--- src/rtl/replica_pkg.sv ---
// Shared types and constants for the parallel-tempering replica array.
// Exchange scheduler FSM state encoding and statistics counter width.
package replica_pkg;

  typedef enum logic [1:0] {
    EX_IDLE   = 2'd0,
    EX_ISSUE  = 2'd1,
    EX_COMMIT = 2'd2
  } exch_state_t;

  localparam int EXCH_CNT_W = 16;

endpackage

--- src/rtl/exchange_stat.sv ---
// Saturating accepted-swap counter with synchronous clear.
// Clear wins over an increment arriving in the same cycle.
module exchange_stat
  import replica_pkg::*;
(
  input  logic                  clk,
  input  logic                  reset,
  input  logic                  clear,
  input  logic                  inc,
  output logic [EXCH_CNT_W-1:0] count
);

  // Count accepted swaps, holding at all-ones instead of wrapping.
  always_ff @(posedge clk) begin
    if (reset) begin
      count <= '0;
    end else if (clear) begin
      count <= '0;
    end else if (inc && (count != {EXCH_CNT_W{1'b1}})) begin
      count <= count + EXCH_CNT_W'(1);
    end
  end

endmodule

--- src/rtl/exchange_scheduler.sv ---
// Replica-exchange sequencer: after each annealing cycle it walks the
// neighbouring replica pairs of the current parity through the shared
// Metropolis judge, then applies all accepted swaps in one COMMIT cycle.
// Parity alternates between even pairs (0,1),(2,3).. and odd pairs (1,2)..
// Optional macro EXCHANGE_STAT_EN builds the accepted-swap counter;
// without it accept_count is tied to zero and stat_clear is ignored.
//
// Judge handshake: judge_req is high for the whole ISSUE state with
// judge_pair held stable; a transfer happens on every clock edge where
// judge_req && judge_ack, and judge_accept is only sampled on that edge.
// judge_ack may rise in the same cycle judge_req rises.
module exchange_scheduler
  import replica_pkg::*;
#(
  parameter  int replica_num = 32,
  localparam int PW          = $clog2(replica_num)
) (
  input  logic                   clk,
  input  logic                   reset,
  input  logic                   cycle_finish,
  output logic                   busy,
  output logic                   round_done,
  output logic                   parity,
  output logic                   judge_req,
  output logic [PW-1:0]          judge_pair,
  input  logic                   judge_ack,
  input  logic                   judge_accept,
  output logic [replica_num-1:0] exchange_en,
  output logic                   overrun,
  input  logic                   stat_clear,
  output logic [EXCH_CNT_W-1:0]  accept_count,
  output exch_state_t            debug_state
);

  exch_state_t            state_q;
  exch_state_t            state_d;
  logic                   parity_q;
  logic [PW-1:0]          pair_q;
  logic [replica_num-1:0] pending_q;
  logic                   overrun_q;
  logic                   handshake;
  logic                   accept_hit;
  logic                   last_pair;
  logic [PW:0]            pair_next_wide;

  // One extra bit so the step past the last pair cannot wrap.
  assign pair_next_wide = {1'b0, pair_q} + (PW+1)'(2);
  assign last_pair      = pair_next_wide > (PW+1)'(replica_num - 2);
  assign handshake      = (state_q == EX_ISSUE) && judge_ack;
  assign accept_hit     = handshake && judge_accept;

  // Next-state selection for the round sequencer.
  always_comb begin
    state_d = state_q;
    unique case (state_q)
      EX_IDLE:   if (cycle_finish) state_d = EX_ISSUE;
      EX_ISSUE:  if (judge_ack && last_pair) state_d = EX_COMMIT;
      EX_COMMIT: state_d = EX_IDLE;
      default:   state_d = EX_IDLE;
    endcase
  end

  // Sequencer state register.
  always_ff @(posedge clk) begin
    if (reset) begin
      state_q <= EX_IDLE;
    end else begin
      state_q <= state_d;
    end
  end

  // Pair walker, decision collection and parity alternation.
  always_ff @(posedge clk) begin
    if (reset) begin
      parity_q  <= 1'b0;
      pair_q    <= '0;
      pending_q <= '0;
    end else begin
      unique case (state_q)
        EX_IDLE: begin
          pair_q    <= {{(PW-1){1'b0}}, parity_q};
          pending_q <= '0;
        end
        EX_ISSUE: begin
          if (judge_ack) begin
            pending_q[pair_q] <= judge_accept;
            pair_q            <= pair_next_wide[PW-1:0];
          end
        end
        EX_COMMIT: begin
          parity_q <= ~parity_q;
        end
        default: begin
        end
      endcase
    end
  end

  // Sticky flag for a cycle_finish that arrives while a round is running.
  always_ff @(posedge clk) begin
    if (reset) begin
      overrun_q <= 1'b0;
    end else if (cycle_finish && (state_q != EX_IDLE)) begin
      overrun_q <= 1'b1;
    end
  end

  assign busy        = (state_q != EX_IDLE);
  assign judge_req   = (state_q == EX_ISSUE);
  assign judge_pair  = pair_q;
  assign round_done  = (state_q == EX_COMMIT);
  assign exchange_en = round_done ? pending_q : '0;
  assign parity      = parity_q;
  assign overrun     = overrun_q;
  assign debug_state = state_q;

`ifdef EXCHANGE_STAT_EN
  exchange_stat u_stat (
    .clk   (clk),
    .reset (reset),
    .clear (stat_clear),
    .inc   (accept_hit),
    .count (accept_count)
  );
`else
  logic unused_stat;
  assign unused_stat  = stat_clear ^ accept_hit;
  assign accept_count = '0;
`endif

endmodule

--- config.mk ---
export PLATFORM = sky130hd
export DESIGN_NAME = exchange_scheduler
export DESIGN_NICKNAME = d
export VERILOG_FILES = /design/src/rtl/replica_pkg.sv /design/src/rtl/exchange_stat.sv /design/src/rtl/exchange_scheduler.sv
export SDC_FILE = /design/constraint.sdc
export NUM_CORES = 1
export LEC_CHECK = 0
export ABC_AREA = 1
export CORE_AREA = 10 10 85 87
export DETAILED_ROUTE_END_ITERATION = 8
export DIE_AREA = 0 0 95 97
export PLACE_DENSITY = 0.74
export SYNTH_ARGS = -nofsm -noshare
export SYNTH_HDL_FRONTEND = slang
export SYNTH_SLANG_ARGS = --single-unit
--- constraint.sdc ---
create_clock -name clk -period 1.4 [get_ports clk]
set_clock_uncertainty 0.15 [all_clocks]
set_input_delay 0.42 -clock clk [delete_from_list [all_inputs] [get_ports clk]]
set_output_delay 0.42 -clock clk [all_outputs]
set_load 0.01 [all_outputs]
==> qor.txt, run 1 <==
Die area -> 9220 µm²
Path type of the worst setup path -> reg -> out
Number of cells on the worst reg-to-reg path -> 12
DRT antenna net count -> 0
Final setup fails -> 79
Detailed placer's ending HPWL -> 4810 µm
Total routed wirelength -> 8830 µm
Critical-path cell with the highest stage delay -> dfxtp_4
Vias in the first global route -> 2471
Fraction of power spent switching nets -> 28.4%
Count of buffering cells on the critical path with inverters included -> 5
Core ar. -> 5470 µm²
Vias after detailed routing -> 2870
Arrival time at the worst endpoint -> 1.38 ns
Hold Violations, Final -> 0
Number of rows in the core area -> 27
GR Util All Layers -> 15.2%
YS warnings -> 0
Die Ht -> 97 µm
Net switching power -> 713 µW
Area growth, synth to finish -> 75.8%
Part of the total power dissipated in the clock network -> 31.7%
Leakage power -> 0.00148 µW
Share of total power in sequential cells -> 47.4%
IR drop worst, VDD -> 0.000526 V
Number of buffers added by the clock tree synthesis step -> 5
Die span in x -> 95 µm
Min-Delay Path Class -> reg -> reg
Capture instance of the worst register-to-register path -> pending_q[31]$_SDFFE_PP0P_
Pre-Repair DR Iteration Count -> 6
Slew Limit Fails -> 0
CTS tree -> yes
DRC violation total after the first TritonRoute iteration -> 338
Final-layout worst hold slack -> 0.327 ns
Max Fclk -> 512 MHz
CTS H-tree depth -> 2
Synthesized netlist cell count -> 374
Placed insts -> 530
RSZ-0062 raised after global routing -> true
Clock Pin Slew Worst Setup and Hold Paths -> 0.07 ns
Cell family with most CP delay -> buffers and inverters
Ordered cell list for the critical path -> buf_6, buf_6, buf_6, nor2_4, inv_4, buf_2
Hold wc startpoint -> overrun$_SDFFE_PP0P_
Non-filler instance count after layout -> 559
Hold EP -> overrun$_SDFFE_PP0P_
Result of the run -> finished with violations
Clock tree buffer depth -> 2
Share of cells above drive strength 1 -> 45.6%
Relative contribution of combinational cells to total power -> 20.9%
Register bit count reported by yosys -> 41
Worst R2R Setup Slack -> -0.48 ns
Cell area after synthesis -> 2300 µm²
Remaining design rule violation count -> 0
Internal power component -> 1800 µW
Slowest cell delay on critical path -> 0.36 ns
Average wire per standard cell -> 15.8 µm
Placer Congestion -> 0.895
Time the worst path needs with I/O delays and setup -> 1.95 ns
Worst endpoint required time -> 0.83 ns
Avg Vias per Cell -> 5.13
Net count, final -> 494
Post-placement setup slack -> -0.570 ns
Hold buffer count at cts -> 0
Skew-Pair Late Insertion Delay -> 0.30 ns
TritonCTS Sinks -> 41
Fill count -> 395
Number of antenna cells inserted -> 0
IO Count -> 66
CP endpoint kind -> primary output
Global-route wire length before repair -> 11400 µm
Cell Pwr Density -> 620 nW/µm²
Most frequent standard cell in the layout excluding fill and tap cells -> nand2_1
Register area share after synthesis -> 35.7%
Worst Setup Start Kind -> register
Total overflow reported by the global router -> 0
Synth unique cells -> 17
Hold Path Depth -> 2
Average instance area after synthesis -> 6.15 µm²
Initial antenna violation count -> 0
Master cell of the clock root buffer -> clkbuf_8
Number of maximum-capacitance violations -> 0
Fin crit share -> 139%
Final worst slack -> -0.551 ns
Number of buffers inserted by port buffering -> 48
Starting density of the core -> 42.0%
Peak fanout along the critical path -> 4
Failing checks -> setup timing
Final TNS setup -> -30.20 ns
Largest net degree at the start of global routing -> 34
Commonest non-fill, non-tap cells in the layout -> 69 x nand2_1, 54 x buf_6, 50 x buf_4, 43 x inv_1, 41 x nand3_1
Reg-to-Reg Start -> debug_state[0]$_SDFFE_PP0P_
Critical Path Most Common Cell -> buf_6
[repair_timing]
action	CTS	global route
pin swaps	5	14
buffers inserted	13	7
cloned	1	4
endpoints found under the hold margin	0	0
endpoints found under the setup margin	83	78
resized for setup	229	76
[state kept, by name, indices dropped and copies added, names as in the netlist]
| register | cells |
|---|---|
| debug_state | 2 |
| parity | 1 |
| judge_pair | 5 |
| overrun | 1 |
| pending_q | 32 |
[cells by family (layout without fill, tap and decap cells)]
kind of cell	after synthesis	count (layout)	share of synthesized area (%)
other	1	16	0.163
and+or+nand+nor	205	205	36.7
AOI/OAI and AO/OA	42	42	9.14
adders and majority gates	1	1	0.544
buffers and inverters	84	182	17.8
DFF	41	41	35.7
[Yosys cell counts]
| library cell | instances | share of area (%) |
|---|---|---|
| o21ai_0 | 3 | 0.65 |
| dfxtp_1 | 41 | 36 |
| nand3_1 | 43 | 9.4 |
| clkbuf_1 | 7 | 1.1 |
| nand2_2 | 1 | 0.27 |
| inv_2 | 2 | 0.33 |
| nor2_1 | 73 | 12 |
| buf_2 | 9 | 2.0 |
| nor2_4 | 2 | 0.98 |
| buf_4 | 16 | 5.2 |
| a21oi_1 | 39 | 8.5 |
| nand2_1 | 85 | 14 |
| nand4_1 | 1 | 0.27 |
| buf_6 | 3 | 1.5 |
| inv_1 | 47 | 7.7 |
| ha_1 | 1 | 0.54 |
| conb_1 | 1 | 0.16 |
[stage by stage]
stage	util (%)	power [µW]	cell area [µm²]
2_1_floorplan	-	1420	2660
3_3_place_gp	62.4	1520	3410
3_5_place_dp	62.4	1530	3410
4_1_cts	67.1	2330	3670
5_1_grt	73.9	2580	4040
6_report	73.9	2510	4040
[area by class of cell]
cell class / count / area (µm²) / area share (%)
Inverter: 49 / 199 / 4.92
Sequential cell: 41 / 837 / 20.7
Timing Repair Buffer: 126 / 1290 / 31.9
Multi-Input combinational cell: 264 / 1540 / 38.1
Clock buffer: 7 / 86.3 / 2.13
Tap cell: 72 / 90.1 / 2.23
[power by group through the flow]
stage | sequential (µW) | clock, µW | combinational, µW
CTS | 1190 | 807 | 340
finish | 1190 | 796 | 524
detailed placement | 1210 | 0 | 319
floorplan | 1220 | 0 | 197
global route | 1190 | 841 | 547
global placement | 1210 | 0 | 314
[tightest hold or removal path: stages (launching register included)]
cell,delay [ns]
dfxtp_2,0.34
a21oi_2,0.03
nor2_1,0.07
[layer usage]
| layer | GRT usage [%] | wire length (µm) | vias up |
|---|---|---|---|
| met3 | 4.78 | 920 | 34 |
| met2 | 24.1 | 4310 | 185 |
| met5 | 0 | 0 | - |
| met1 | 17.8 | 3240 | 1301 |
| met4 | 7.55 | 352 | 0 |
| li1 | - | - | 1350 |
[worst max-delay path by stage]
| stage | from | slack [ns] | cells past startpoint | to |
|---|---|---|---|---|
| after floorplan | debug_state[1]$_SDFFE_PP0P_ | -0.11 | 5 | exchange_en[0] |
| after detailed placement | debug_state[1]$_SDFFE_PP0P_ | -0.57 | 6 | exchange_en[16] |
| final | debug_state[0]$_SDFFE_PP0P_ | -0.55 | 6 | busy |
| after CTS | debug_state[1]$_SDFFE_PP0P_ | -0.55 | 8 | round_done |
| after global placement | debug_state[1]$_SDFFE_PP0P_ | -0.52 | 6 | exchange_en[16] |
| after global routing | debug_state[1]$_SDFFE_PP0P_ | -0.58 | 7 | exchange_en[12] |
(Power assumes the default switching activity.)
==> run 2, diff against run 1 <==
ABC_AREA = default   (was 1)
CORE_AREA = 10 10 82 84   (was 10 10 85 87)
DIE_AREA = 0 0 92 94   (was 0 0 95 97)
PLACE_DENSITY = 0.75   (was 0.74)
==> qor.txt, run 2 <==
Register area share after synthesis -> 39.3% (+3.6 points)
Hold Violations, Final -> 0 (unchanged)
Share of cells above drive strength 1 -> 56.4% (+11 points)
Vias after detailed routing -> 2157 (-25%)
Max Fclk -> 532 MHz (+3.8%)
Starting density of the core -> 41.1% (-0.90 points)
Most frequent standard cell in the layout excluding fill and tap cells -> buf_6
Relative contribution of combinational cells to total power -> 9.4% (-12 points)
Core ar. -> 5070 µm² (-7.3%)
Average instance area after synthesis -> 8.88 µm² (+44%)
Library cell with the highest instance count after synthesis -> dfxtp_1
Net switching power -> 550 µW (-23%)
Internal power component -> 1660 µW (-7.5%)
Critical-path cell with the highest stage delay -> dfxtp_2
Fraction of power spent switching nets -> 24.9% (-3.5 points)
Cell type contributing the most total cell area after synthesis -> dfxtp_1
Final TNS setup -> -27.56 ns (+2.64 ns)
Die Ht -> 94 µm (-3.1%)
DRC violation total after the first TritonRoute iteration -> 112 (-67%)
Vias in the first global route -> 2303 (-6.8%)
Share of total power in sequential cells -> 52.9% (+5.5 points)
Slowest cell delay on critical path -> 0.34 ns (-0.02 ns)
Clock Pin Slew Worst Setup and Hold Paths -> 0.08 ns (about the same)
Post-placement setup slack -> -0.658 ns (-0.0873 ns)
Critical Path Most Common Cell -> buf_6
RSZ-0062 raised after global routing -> true
Largest net degree at the start of global routing -> 17 (-50%)
IO Count -> 66 (unchanged)
Total routed wirelength -> 7480 µm (-15%)
DRT antenna net count -> 0 (unchanged)
Largest register FFs -> 32 (unchanged)
Number of maximum-capacitance violations -> 0 (unchanged)
Arrival time at the worst endpoint -> 1.31 ns (-0.07 ns)
Number of antenna cells inserted -> 0 (unchanged)
Leakage power -> 0.00151 µW (+1.6%)
Fraction of synthesis flops using an asynchronous set or reset pin -> 0% (unchanged)
Die area -> 8650 µm² (-6.2%)
Leading cell types by count after synthesis -> 41 x dfxtp_1, 32 x and2_1, 26 x o21ai_0, 25 x o211ai_1, 16 x buf_4
Global-route wire length before repair -> 11900 µm (+4.0%)
Register name with the most flops -> pending_q
Cell family with most CP delay -> buffers and inverters
Avg Vias per Cell -> 5.21 (+1.5%)
Fill count -> 383 (-3.0%)
Leading cell types by total area after synthesis -> dfxtp_1 39%, and2_1 9.6%, o211ai_1 9.0%
Part of the total power dissipated in the clock network -> 37.7% (+6.0 points)
GR Util All Layers -> 16.7% (+1.5 points)
Total overflow reported by the global router -> 0 (unchanged)
Area share of the leading cell type in the synthesized netlist -> 39.3% (+3.6 points)
Die span in x -> 92 µm (-3.2%)
Count of buffering cells on the critical path with inverters included -> 3 (-2)
Failing checks -> setup timing
Area growth, synth to finish -> 70.9%
Number of buffers inserted by port buffering -> 48 (unchanged)
Min-Delay Path Class -> reg -> reg
Number of rows in the core area -> 26 (-3.7%)
Time the worst path needs with I/O delays and setup -> 1.88 ns (-0.0709 ns)
Final setup fails -> 75 (-5.1%)
Commonest non-fill, non-tap cells in the layout -> 57 x buf_6, 49 x buf_4, 34 x dfxtp_1, 33 x o21ai_1, 32 x and2_4
Result of the run -> finished with violations
Remaining design rule violation count -> 0 (unchanged)
Number of enable-type register cells in the synthesized netlist -> 0 (unchanged)
Slew Limit Fails -> 0 (unchanged)
Register bit count reported by yosys -> 41 (unchanged)
CTS tree -> yes
CTS H-tree depth -> 2 (unchanged)
Cell area after synthesis -> 2090 µm² (-9.2%)
Worst endpoint required time -> 0.83 ns (about the same)
Synth unique cells -> 37 (+20)
Path type of the worst setup path -> reg -> out
Average wire per standard cell -> 18.1 µm (+14%)
YS warnings -> 0 (unchanged)
Number of buffers added by the clock tree synthesis step -> 5 (unchanged)
TritonCTS Sinks -> 41 (unchanged)
Master cell of the clock root buffer -> clkbuf_8
Hold buffer count at cts -> 0 (unchanged)
Worst Setup Start Kind -> register
Placement Cell Area -> 2950 µm² (-13%)
Synthesized netlist cell count -> 235 (-37%)
Fin crit share -> 134% (-5.1 points)
Pre-Repair DR Iteration Count -> 4 (-2)
Cell Pwr Density -> 620 nW/µm² (about the same)
Placer Congestion -> 0.773 (-14%)
Net count, final -> 350 (-29%)
Final Cell Area -> 3570 µm² (-12%)
Clock tree buffer depth -> 2 (unchanged)
Synth Flop Type -> dfxtp_1
Final worst slack -> -0.480 ns (+0.0709 ns)
IR drop worst, VDD -> 0.000603 V (+15%)
CP endpoint kind -> primary output
Ordered cell list for the critical path -> nor2b_4, buf_6, buf_12, and2_4, buf_6
Initial antenna violation count -> 0 (unchanged)
Detailed placer's ending HPWL -> 4110 µm (-15%)
Skew-Pair Late Insertion Delay -> 0.29 ns (about the same)
Peak fanout along the critical path -> 8 (+4)
## run 2: cell types whose count changed in the layout (fill, tap and decap cells not counted), sizes merged, moves of 5 or more
cell | previous run | this run
a21oi | 39 | 5
and2 | 0 | 32
clkbuf | 11 | 6
inv | 49 | 1
nand2 | 86 | 6
nand3 | 43 | 3
nand3b | 0 | 5
nor2 | 75 | 5
o211ai | 0 | 33
o21ai | 3 | 35
## run 2: worst paths after layout
| kind | start | end | slack (ns) | cells after the start |
|---|---|---|---|---|
| max | debug_state[1]$_SDFFE_PP0P_ | exchange_en[14] | -0.48 | 5 |
| min | pending_q[2]$_SDFFE_PP0P_ | pending_q[2]$_SDFFE_PP0P_ | 0.35 | 2 |
| max reg2reg | debug_state[1]$_SDFFE_PP0P_ | pending_q[20]$_SDFFE_PP0P_ | -0.44 | 6 |
| min reg2reg | pending_q[2]$_SDFFE_PP0P_ | pending_q[2]$_SDFFE_PP0P_ | 0.35 | 2 |
## run 2: cells by family after synthesis
group,after synthesis,share of synthesized area [%]
AO/OA/AOI/OAI,77,24.9
AND/OR/NAND/NOR,73,22.8
flip-flops,41,39.3
buffers and inverters,40,11.3
adder cells (fa/ha/maj),1,0.599
other,1,0.180
XOR/XNOR,1,0.420
multiplexers,1,0.480
## run 2: what timing repair did
item,CTS,global route
gates cloned,5,0
setup buffers,24,9
pin swaps,40,9
endpoints found under the setup margin,82,80
resized for setup,259,28
## run 2: power groups by stage
| stage | combinational (µW) | clock, µW | sequential (µW) |
|---|---|---|---|
| global route | 221 | 887 | 1170 |
| floorplan | 127 | 0 | 1200 |
| CTS | 186 | 828 | 1170 |
| global placement | 152 | 0 | 1200 |
| detailed placement | 154 | 0 | 1200 |
| finish | 208 | 833 | 1170 |
## run 2: per-stage QoR
step	instances	hold slack [ns]	util (%)	total power, µW
floorplan	250	0.291	-	1330
global placement	376	0.310	58.2	1360
detailed placement	376	0.311	58.2	1360
CTS	413	0.340	69.1	2180
global route	414	0.375	70.3	2280
finish	414	0.350	70.3	2210
## run 2: worst reg2reg max path: cells and delay by family (launching register included)
| kind | cells | cell delay [ns] |
|---|---|---|
| AND/OR/NAND/NOR | 1 | 0.62 |
| flip-flops | 1 | 0.33 |
| buffers and inverters | 3 | 0.37 |
| AO/OA/AOI/OAI | 2 | 0.27 |
## run 2: final cells by class
class | instances | area [µm²] | share of cell area [%]
flip-flops and latches | 41 | 842 | 23.6
multi-input cells | 169 | 1270 | 35.7
repair buffers | 125 | 1260 | 35.4
clock inverters | 2 | 13.8 | 0.386
inverters | 1 | 3.75 | 0.105
well taps | 70 | 87.6 | 2.46
clock buffers | 6 | 82.6 | 2.32
## run 2: per-layer routing
| metal | vias up | wire [µm] | track usage (%) |
|---|---|---|---|
| met4 | 0 | 98 | 4.37 |
| met2 | 81 | 3980 | 31.1 |
| met3 | 9 | 497 | 5.36 |
| met5 | - | 0 | 0 |
| met1 | 1045 | 2900 | 17.6 |
| li1 | 1022 | - | - |
